## src/rtl/perf_pkg.sv

```systemverilog
// Shared types for the performance counter bank: event indices, read-source select
// and counter word.
package perf_pkg;

  typedef enum logic [4:0] {
    EV_CYCLE    = 5'd0,
    EV_STALL    = 5'd1,
    EV_BUBBLE   = 5'd2,
    EV_L1I_HIT  = 5'd3,
    EV_L1I_MISS = 5'd4,
    EV_L1D_HIT  = 5'd5,
    EV_L1D_MISS = 5'd6,
    EV_L2_HIT   = 5'd7,
    EV_L2_MISS  = 5'd8,
    EV_BR       = 5'd9,
    EV_BR_CORR  = 5'd10,
    EV_BTB_MISS = 5'd11
  } perf_ev_e;

  localparam int unsigned NUM_EV = 12;

  typedef enum logic {
    RdSrcLive = 1'b0,
    RdSrcSnap = 1'b1
  } rd_src_e;

  localparam int unsigned MAX_CNT_W = 64;

  // Widest supported counter; narrower banks use the low CNT_W bits.
  typedef logic [MAX_CNT_W-1:0] cnt_word_t;

endpackage

```

## src/rtl/perf_counter_bank_if.sv

```systemverilog
// Read port of the counter bank: request/select/source in, registered response out.
interface perf_counter_bank_if #(
  parameter int unsigned SEL_W = 5,
  parameter int unsigned CNT_W = 32
);
  import perf_pkg::*;

  logic             rd_req;
  logic [SEL_W-1:0] rd_sel;
  rd_src_e          rd_src;
  logic             rd_valid;
  logic [CNT_W-1:0] rd_data;
  logic             rd_err;

  modport master (
    output rd_req, rd_sel, rd_src,
    input  rd_valid, rd_data, rd_err
  );

  modport slave (
    input  rd_req, rd_sel, rd_src,
    output rd_valid, rd_data, rd_err
  );

endinterface

```

## src/rtl/perf_counter_cell.sv

```systemverilog
// One counter channel: increment adder with wrap/saturate, sticky overflow, clear and
// snapshot register.
module perf_counter_cell #(
  parameter int unsigned CNT_W    = 32,
  parameter int unsigned INC_W    = 2,
  parameter int unsigned SAT_MODE = 0
) (
  input  logic             clk,
  input  logic             rst,
  input  logic [INC_W-1:0] inc_i,
  input  logic             en_i,
  input  logic             clear_i,
  input  logic             snap_i,
  output logic [CNT_W-1:0] cnt_o,
  output logic [CNT_W-1:0] snap_o,
  output logic             ovf_o
);

  logic [CNT_W-1:0] cnt_q, cnt_d;
  logic [CNT_W-1:0] snap_q, snap_d;
  logic             ovf_q, ovf_d;
  logic [CNT_W:0]   sum;
  logic [CNT_W-1:0] upd;
  logic             carry;

  always_comb begin
    sum   = {1'b0, cnt_q} + (CNT_W + 1)'(inc_i);
    carry = en_i & sum[CNT_W];
    if (!en_i) begin
      upd = cnt_q;
    end else if (carry && (SAT_MODE != 0)) begin
      upd = '1;
    end else begin
      upd = sum[CNT_W-1:0];
    end

    cnt_d = upd;
    ovf_d = ovf_q | carry;
    if (clear_i) begin
      cnt_d = '0;
      ovf_d = 1'b0;
    end

    // Snapshot sees the post-increment value even when a clear lands in the same cycle.
    snap_d = snap_i ? upd : snap_q;
  end

  always_ff @(posedge clk or negedge rst) begin
    if (!rst) begin
      cnt_q  <= '0;
      snap_q <= '0;
      ovf_q  <= 1'b0;
    end else begin
      cnt_q  <= cnt_d;
      snap_q <= snap_d;
      ovf_q  <= ovf_d;
    end
  end

  assign cnt_o  = cnt_q;
  assign snap_o = snap_q;
  assign ovf_o  = ovf_q;

endmodule

```

## src/rtl/perf_counter_bank.sv

```systemverilog
// Parametrised bank of event counters with snapshot bank and a registered read port.
module perf_counter_bank
  import perf_pkg::*;
#(
  parameter int unsigned NUM_CNT  = 24,
  parameter int unsigned CNT_W    = 32,
  parameter int unsigned INC_W    = 2,
  parameter int unsigned SAT_MODE = 0,
  parameter int unsigned SEL_W    = (NUM_CNT > 1) ? $clog2(NUM_CNT) : 1
) (
  input  logic                     clk,
  input  logic                     rst,
  input  logic [NUM_CNT*INC_W-1:0] inc_i,
  input  logic                     en_i,
  input  logic                     clear_i,
  input  logic                     snap_i,
  perf_counter_bank_if.slave       rd_if,
  output logic [NUM_CNT-1:0]       ovf_o,
  output logic                     snap_valid_o
);

  logic [CNT_W-1:0] cnt_arr  [NUM_CNT];
  logic [CNT_W-1:0] snap_arr [NUM_CNT];

  for (genvar k = 0; k < NUM_CNT; k++) begin : g_cell
    perf_counter_cell #(
      .CNT_W    (CNT_W),
      .INC_W    (INC_W),
      .SAT_MODE (SAT_MODE)
    ) u_cell (
      .clk     (clk),
      .rst     (rst),
      .inc_i   (inc_i[k*INC_W +: INC_W]),
      .en_i    (en_i),
      .clear_i (clear_i),
      .snap_i  (snap_i),
      .cnt_o   (cnt_arr[k]),
      .snap_o  (snap_arr[k]),
      .ovf_o   (ovf_o[k])
    );
  end

  logic             snap_valid_q, snap_valid_d;
  logic             rd_valid_q, rd_valid_d;
  logic [CNT_W-1:0] rd_data_q, rd_data_d;
  logic             rd_err_q, rd_err_d;

  always_comb begin
    snap_valid_d = snap_valid_q | snap_i;
    rd_valid_d   = rd_if.rd_req;
    rd_data_d    = rd_data_q;
    rd_err_d     = 1'b0;
    if (rd_if.rd_req) begin
      if (int'(rd_if.rd_sel) >= int'(NUM_CNT)) begin
        rd_data_d = '0;
        rd_err_d  = 1'b1;
      end else if (rd_if.rd_src == RdSrcSnap) begin
        rd_data_d = snap_arr[rd_if.rd_sel];
      end else begin
        rd_data_d = cnt_arr[rd_if.rd_sel];
      end
    end
  end

  always_ff @(posedge clk or negedge rst) begin
    if (!rst) begin
      snap_valid_q <= 1'b0;
      rd_valid_q   <= 1'b0;
      rd_data_q    <= '0;
      rd_err_q     <= 1'b0;
    end else begin
      snap_valid_q <= snap_valid_d;
      rd_valid_q   <= rd_valid_d;
      rd_data_q    <= rd_data_d;
      rd_err_q     <= rd_err_d;
    end
  end

  assign snap_valid_o   = snap_valid_q;
  assign rd_if.rd_valid = rd_valid_q;
  assign rd_if.rd_data  = rd_data_q;
  assign rd_if.rd_err   = rd_err_q;

endmodule

```

## src/flat_wrapper.sv

```systemverilog
// flat-port wrapper written by rule: the top's interface ports become plain ports
module perf_counter_bank_flat import perf_pkg::*;
#(
  parameter int unsigned NUM_CNT  = 24,
  parameter int unsigned CNT_W    = 32,
  parameter int unsigned INC_W    = 2,
  parameter int unsigned SAT_MODE = 0,
  parameter int unsigned SEL_W    = (NUM_CNT > 1) ? $clog2(NUM_CNT) : 1
)
  (clk, rst, inc_i, en_i, clear_i, snap_i, ovf_o, snap_valid_o, rd_if_rd_req, rd_if_rd_sel, rd_if_rd_src, rd_if_rd_valid, rd_if_rd_data, rd_if_rd_err);
  perf_counter_bank_if #(.SEL_W(SEL_W), .CNT_W(CNT_W)) rd_if_i ();
  input  logic clk;
  input  logic rst;
  input  logic [NUM_CNT*INC_W-1:0] inc_i;
  input  logic en_i;
  input  logic clear_i;
  input  logic snap_i;
  output logic [NUM_CNT-1:0] ovf_o;
  output logic snap_valid_o;
  input wire logic [$bits(rd_if_i.rd_req)-1:0] rd_if_rd_req;
  input wire logic [$bits(rd_if_i.rd_sel)-1:0] rd_if_rd_sel;
  input wire logic [$bits(rd_if_i.rd_src)-1:0] rd_if_rd_src;
  output wire logic [$bits(rd_if_i.rd_valid)-1:0] rd_if_rd_valid;
  output wire logic [$bits(rd_if_i.rd_data)-1:0] rd_if_rd_data;
  output wire logic [$bits(rd_if_i.rd_err)-1:0] rd_if_rd_err;
  assign rd_if_i.rd_req = rd_if_rd_req;
  assign rd_if_i.rd_sel = rd_if_rd_sel;
  assign rd_if_i.rd_src = rd_if_rd_src;
  assign rd_if_rd_valid = rd_if_i.rd_valid;
  assign rd_if_rd_data = rd_if_i.rd_data;
  assign rd_if_rd_err = rd_if_i.rd_err;
  perf_counter_bank #(.NUM_CNT(NUM_CNT), .CNT_W(CNT_W), .INC_W(INC_W), .SAT_MODE(SAT_MODE), .SEL_W(SEL_W)) u_core (.clk(clk), .rst(rst), .inc_i(inc_i), .en_i(en_i), .clear_i(clear_i), .snap_i(snap_i), .rd_if(rd_if_i), .ovf_o(ovf_o), .snap_valid_o(snap_valid_o));
endmodule
```

## config.mk

```make
export PLATFORM = sky130hd
export DESIGN_NAME = perf_counter_bank_flat
export DESIGN_NICKNAME = d
export VERILOG_FILES = /design/src/rtl/perf_pkg.sv /design/src/rtl/perf_counter_bank_if.sv /design/src/rtl/perf_counter_cell.sv /design/src/rtl/perf_counter_bank.sv /design/src/flat_wrapper.sv
export SDC_FILE = /design/constraint.sdc
export NUM_CORES = 2
export LEC_CHECK = 0
export ABC_AREA = 1
export CAP_MARGIN = 25
export CORE_UTILIZATION = 48
export CTS_CLUSTER_DIAMETER = 50
export DETAILED_ROUTE_END_ITERATION = 7
export SLEW_MARGIN = 20
export SYNTH_ARGS = -nofsm -noshare
export SYNTH_HDL_FRONTEND = slang
export SYNTH_HIERARCHICAL = 1
export SYNTH_SLANG_ARGS = --single-unit
```

## constraint.sdc

```tcl
create_clock -name clk -period 2.15 [get_ports clk]
set_input_delay 0.43 -clock clk [delete_from_list [all_inputs] [get_ports clk]]
set_output_delay 0.43 -clock clk [all_outputs]
set_load 0.05 [all_outputs]
```

Yosys cells after proc, flatten, opt, wreduce, memory -nomap -nowiden
Cells that the tools add are included.
Cells by class
  add/sub/neg operators: 24
  order comparisons: 2
  multiplexer cells: 82
  bitwise operators: 50
Operators by type and width (count)
  32-bit 2-to-1 mux: 54
  32-bit by 2-bit adder with 33-bit output: 24
  32-bit binary-select mux with 5-bit select: 2
  1-bit 2-to-1 mux: 26
  1-bit OR: 25
  1-bit bitwise AND: 24
  6-bit >= comparator (second input constant): 1
  5-bit inverter with 6-bit output: 1
  5-bit >= comparator (second input constant): 1
Storage, ports and cells
  register bits after elaboration: 1595
  input bits: 60
  output and inout bits: 59
  logic and storage cells: 234

Longest topological paths before layout
  depth in word-level cells: 6
  gate-level depth with buffers: 13
  gate-level depth less buffers: 12

Modules after synthesis
Netlist, hierarchy kept.
By module, submodules not included
  perf_counter_cell at u_core.g_cell[10].u_cell ...: times used 15, cells an instance 403, area each 3204.3 µm², sequential area each 1626.6 µm²
  perf_counter_cell at u_core.g_cell[2].u_cell ...: times used 7, cells an instance 403, area each 3226.8 µm², sequential area each 1626.6 µm²
  perf_counter_bank: times used 1, cells an instance 4168, area each 18266.3 µm², sequential area each 875.8 µm²
  perf_counter_cell at u_core.g_cell[0].u_cell: times used 1, cells an instance 404, area each 3354.5 µm², sequential area each 1626.6 µm²
  perf_counter_cell at u_core.g_cell[9].u_cell: times used 1, cells an instance 405, area each 3218.1 µm², sequential area each 1626.6 µm²

Least setup slack after synthesis
OpenSTA, ideal clock, no wires.
  kind: input -> register
  start: in inc_i[20]
  end: reg u_core.g_cell[10].u_cell.snap_q[16]
  setup time: 0.118 ns
  arrival: 1.693 ns
  required time: 2.032 ns
  slack: 0.339 ns
  stages: 9
  buffers on the path: 0
  cell sequence: ha_1 fa_1 inv_1 nor2_1 nand3_1 nor3_1 or2_2 nand3_1 nand2_1
Between the ends
  cells in the longest elaborated chain, start to end: 2
RTL lines
  start: declaration: line flat_wrapper.sv:14  | input logic [NUM_CNT*INC_W-1:0] inc_i;
  32-bit by 2-bit adder with 33-bit output: line perf_counter_cell.sv:27  | sum = {1'b0, cnt_q} + (CNT_W + 1)'(inc_i);
  32-bit 2-to-1 mux: line perf_counter_cell.sv:29  | if (!en_i) begin
  end signal: assignment: line perf_counter_cell.sv:55  | snap_q <= snap_d;
  end: declaration: line perf_counter_cell.sv:20  | logic [CNT_W-1:0] snap_q, snap_d;
Every way passes these cells.
A chain may end at the register's enable or synchronous reset.

Worst setup path after layout
  start: reg u_core.g_cell[7].u_cell.cnt_q[0]
  end: reg u_core.g_cell[7].u_cell.snap_q[16]
Between the ends
  cells in the longest elaborated chain, start to end: 2
RTL lines
  start: declaration: line perf_counter_cell.sv:19  | logic [CNT_W-1:0] cnt_q, cnt_d;
  start signal: assignment: line perf_counter_cell.sv:54  | cnt_q <= cnt_d;
  32-bit by 2-bit adder with 33-bit output: line perf_counter_cell.sv:27
  32-bit 2-to-1 mux: line perf_counter_cell.sv:29
  end signal: assignment: line perf_counter_cell.sv:55
  end: declaration: line perf_counter_cell.sv:20
Every way passes these cells.

==> results.json <==
{
  "setup.worst_path.class": "reg -> reg",
  "numCtsBuffers": 216,
  "route.met3.wl_um": 29310,
  "area_growth_syn_to_layout_pct": 17.51,
  "syn_area_um2": 95490,
  "crit_arrival_ps": 2860,
  "synthesis.nets": 13980,
  "power_leakage_nw": 52.87,
  "die_h_um": 448.0,
  "place.detailed.hpwl_um": 295200,
  "synth.distinct_cells": 43,
  "syn_avg_cell_area_um2": 6.898,
  "synthArstFlopShare_pct": 100.0,
  "min_period_over_period_pct": 97.90,
  "pin_count": 119,
  "dr.pass1.iters": 8,
  "route.met2.wl_um": 168000,
  "synth_top_area_cell": "dfrtp_1",
  "failed_checks": "design-rule violations",
  "via_per_inst": 5.496,
  "cts-htree-levels": 4,
  "clk-insertion-delay-late_ps": 880,
  "drc": 2,
  "fp.dieArea_um2": 200700,
  "synth_cells": 13840,
  "first_global_vias": 89380,
  "ys.flop_type": "dfrtp_1",
  "numPortBuffers": 118,
  "p_per_area_nw_per_um2": 686.2,
  "grt_use_total_pct": 37.63,
  "power_mw": 77.00,
  "grt_max_degree": 88,
  "vias": 94150,
  "synth_top_area_share_pct": 41.80,
  "whs_ps": 131.8,
  "clockBufferDepth": 3,
  "synth_common_cells": "5207 x nand2_1, 1677 x nand3_1, 1595 x dfrtp_1",
  "path_clk_slew_ps": 60,
  "highest_layer": "met5",
  "drt_iter0_markers": 10020,
  "ys_seq_area_share_pct": 41.80,
  "grt_pass1_wl_um": 565700,
  "start_util_pct": 48.37,
  "rsz0062_at_grt": "true",
  "start_kind": "register",
  "vdd_drop_max_mv": 0.8665,
  "end_kind": "register",
  "dpl_worst_slack_ps": -524.0,
  "hp-class": "in -> reg",
  "post-cts-setup-buffers": 0,
  "routedWlPerCell_um": 22.27,
  "design.core.area_um2": 197400,
  "setup_slack_ps": 45.15,
  "max_slew.worst_pin.slew_ps": 905.7,
  "path_max_fanout": 3,
  "outcome": "finished, violations left",
  "fin_skew_ps": 36.67,
  "yosysMostFrequentCell": "nand2_1",
  "synth_seq_cells": 1595,
  "cts_sinks": 1595,
  "fp.dieW_um": 448.0,
  "slew-limit-headroom_pct": 39.56,
  "finalSetupViolations": 0,
  "place_congestion": 1.065,
  "layout.nets": 14430,
  "ant_nets": 0,
  "synth_edf_count": 0,
  "wirelength_um": 381500,
  "clockRootBuffer": "clkbuf_16",
  "gr-total-overflow": 0,
  "synth.area.top_cells": "dfrtp_1 42%, nand2_1 20%, nand3_1 8.8%",
  "hold_viol": 0,
  "period_needed_ps": 2105,
  "synth_warnings": 6,
  "drv_cap": 0,
  "drv_slew": 0,
  "fp-row-count": 163,
  "drive_gt1_share_pct": 11.04,
  "stdcell_count": 17130,
  "dp.cells": 16720,
  "required_ps": 2910,
  "cts_tree": "done",
  "m1WireLength_um": 160700,
  "antenna_found_initial": 4,
  "fmax_mhz": 475.1
}
## final cells by class
type / count / area [um^2]
fill: 19360 / 85210
tap: 2640 / 3303
inverter: 1318 / 4969
multi-input combinational: 10340 / 48020
clock buffer: 269 / 5864
timing repair buffer: 832 / 8327
clock inverter: 138 / 1770
sequential: 1595 / 39950
antenna: 3 / 7.507
## worst paths after layout
path / cells after the start / startpoint / slack (ps) / to
worst min-delay path: 3 / clear_i / 130 / u_core/g_cell[22].u_cell/cnt_o[6]
max in group asynchronous: 3 / rst / 1010 / u_core/rd_if.rd_data[31]
worst min register to register: 1 / u_core/snap_valid_o / 480 / u_core/snap_valid_o
worst max-delay path: 9 / u_core/g_cell[7].u_cell/cnt_o[0] / 50 / u_core/g_cell[7].u_cell/snap_o[16]
min in group asynchronous: 2 / rst / 200 / u_core/rd_if.rd_data[12]
worst max register to register: 9 / u_core/g_cell[7].u_cell/cnt_o[0] / 50 / u_core/g_cell[7].u_cell/snap_o[16]
## logic make-up (layout without fill, tap and decap cells)
kind of cell | after synthesis | after routing | share of synthesized area, %
AND/OR/NAND/NOR | 9176 | 9176 | 41.00
XOR/XNOR | 455 | 455 | 4.181
buffers and inverters | 1913 | 2557 | 8.059
flip-flops | 1595 | 1595 | 41.80
multiplexers | 48 | 48 | 0.5031
AO/OA/AOI/OAI | 584 | 584 | 3.327
adder cells (fa/ha/maj) | 72 | 72 | 1.132
other | 0 | 3 | 0
## critical path: stages (launching register included)
cell and delay [ps]:
dfrtp_1 410, ha_1 230, fa_1 510, inv_1 90
nor2_1 60, nand3_1 190, nor3_1 90, or2_2 290
nand3_1 80, nand2_1 50
## per-layer routing
layer  up-vias  GRT usage, %
met5         -             0
met4         4         20.28
met3       760         5.593
met2      4113         57.87
met1     45060         51.12
li1      44210             -
## stage by stage
step / cell area [um^2] / setup TNS (ps) / utilization, %
after floorplan: 95490 / 0 / -
after global placement: 104400 / -274000 / 52.87
after detailed placement: 104400 / -295970 / 52.87
after CTS: 112100 / 0 / 56.77
after global routing: 112200 / -1.025 / 56.83
final: 112200 / 0 / 56.84
## cells in the final DEF (no fill, tap or decap), types with 48 or more instances in the layout
cell / count
a21oi_1: 135
buf_12: 146
buf_4: 605
clkbuf_16: 216
clkdlybuf4s50_1: 51
dfrtp_1: 1566
ha_1: 48
inv_1: 1283
mux2i_1: 48
nand2_1: 5206
nand2_2: 82
nand3_1: 1670
nand4_1: 240
nor2_1: 1370
nor2_2: 125
nor2_4: 67
nor2b_1: 138
nor3_1: 189
o21ai_0: 240
o21ai_1: 135
o21bai_1: 53
xnor2_1: 221
xor2_1: 233
## registers in the layout, indices dropped and copies added (netlist names)
signal / flops
u_core/rd_if.rd_data: 32
u_core/g_cell.u_cell/ovf_o: 24
u_core/snap_valid_o: 1
u_core/g_cell.u_cell/cnt_o: 768
u_core/g_cell.u_cell/snap_o: 768
u_core/rd_if.rd_valid: 1
u_core/rd_if.rd_err: 1
## repair_timing
item | 4_1_cts | 5_1_grt
hold buffers | 2 | 0
pin swaps | 0 | 1
endpoints found under the setup margin | 50 | 80
endpoints found under the hold margin | 621 | 0
resized for setup | 98 | 33
## report_power, final
part,switching [mW],internal [mW],total (mW)
clock network,15.4,22.6,38.0
registers,0.563,30.4,31.0
logic,5.66,2.32,7.98
total,21.7,55.3,77.0
No activity file was read; power rests on OpenSTA's default activity.
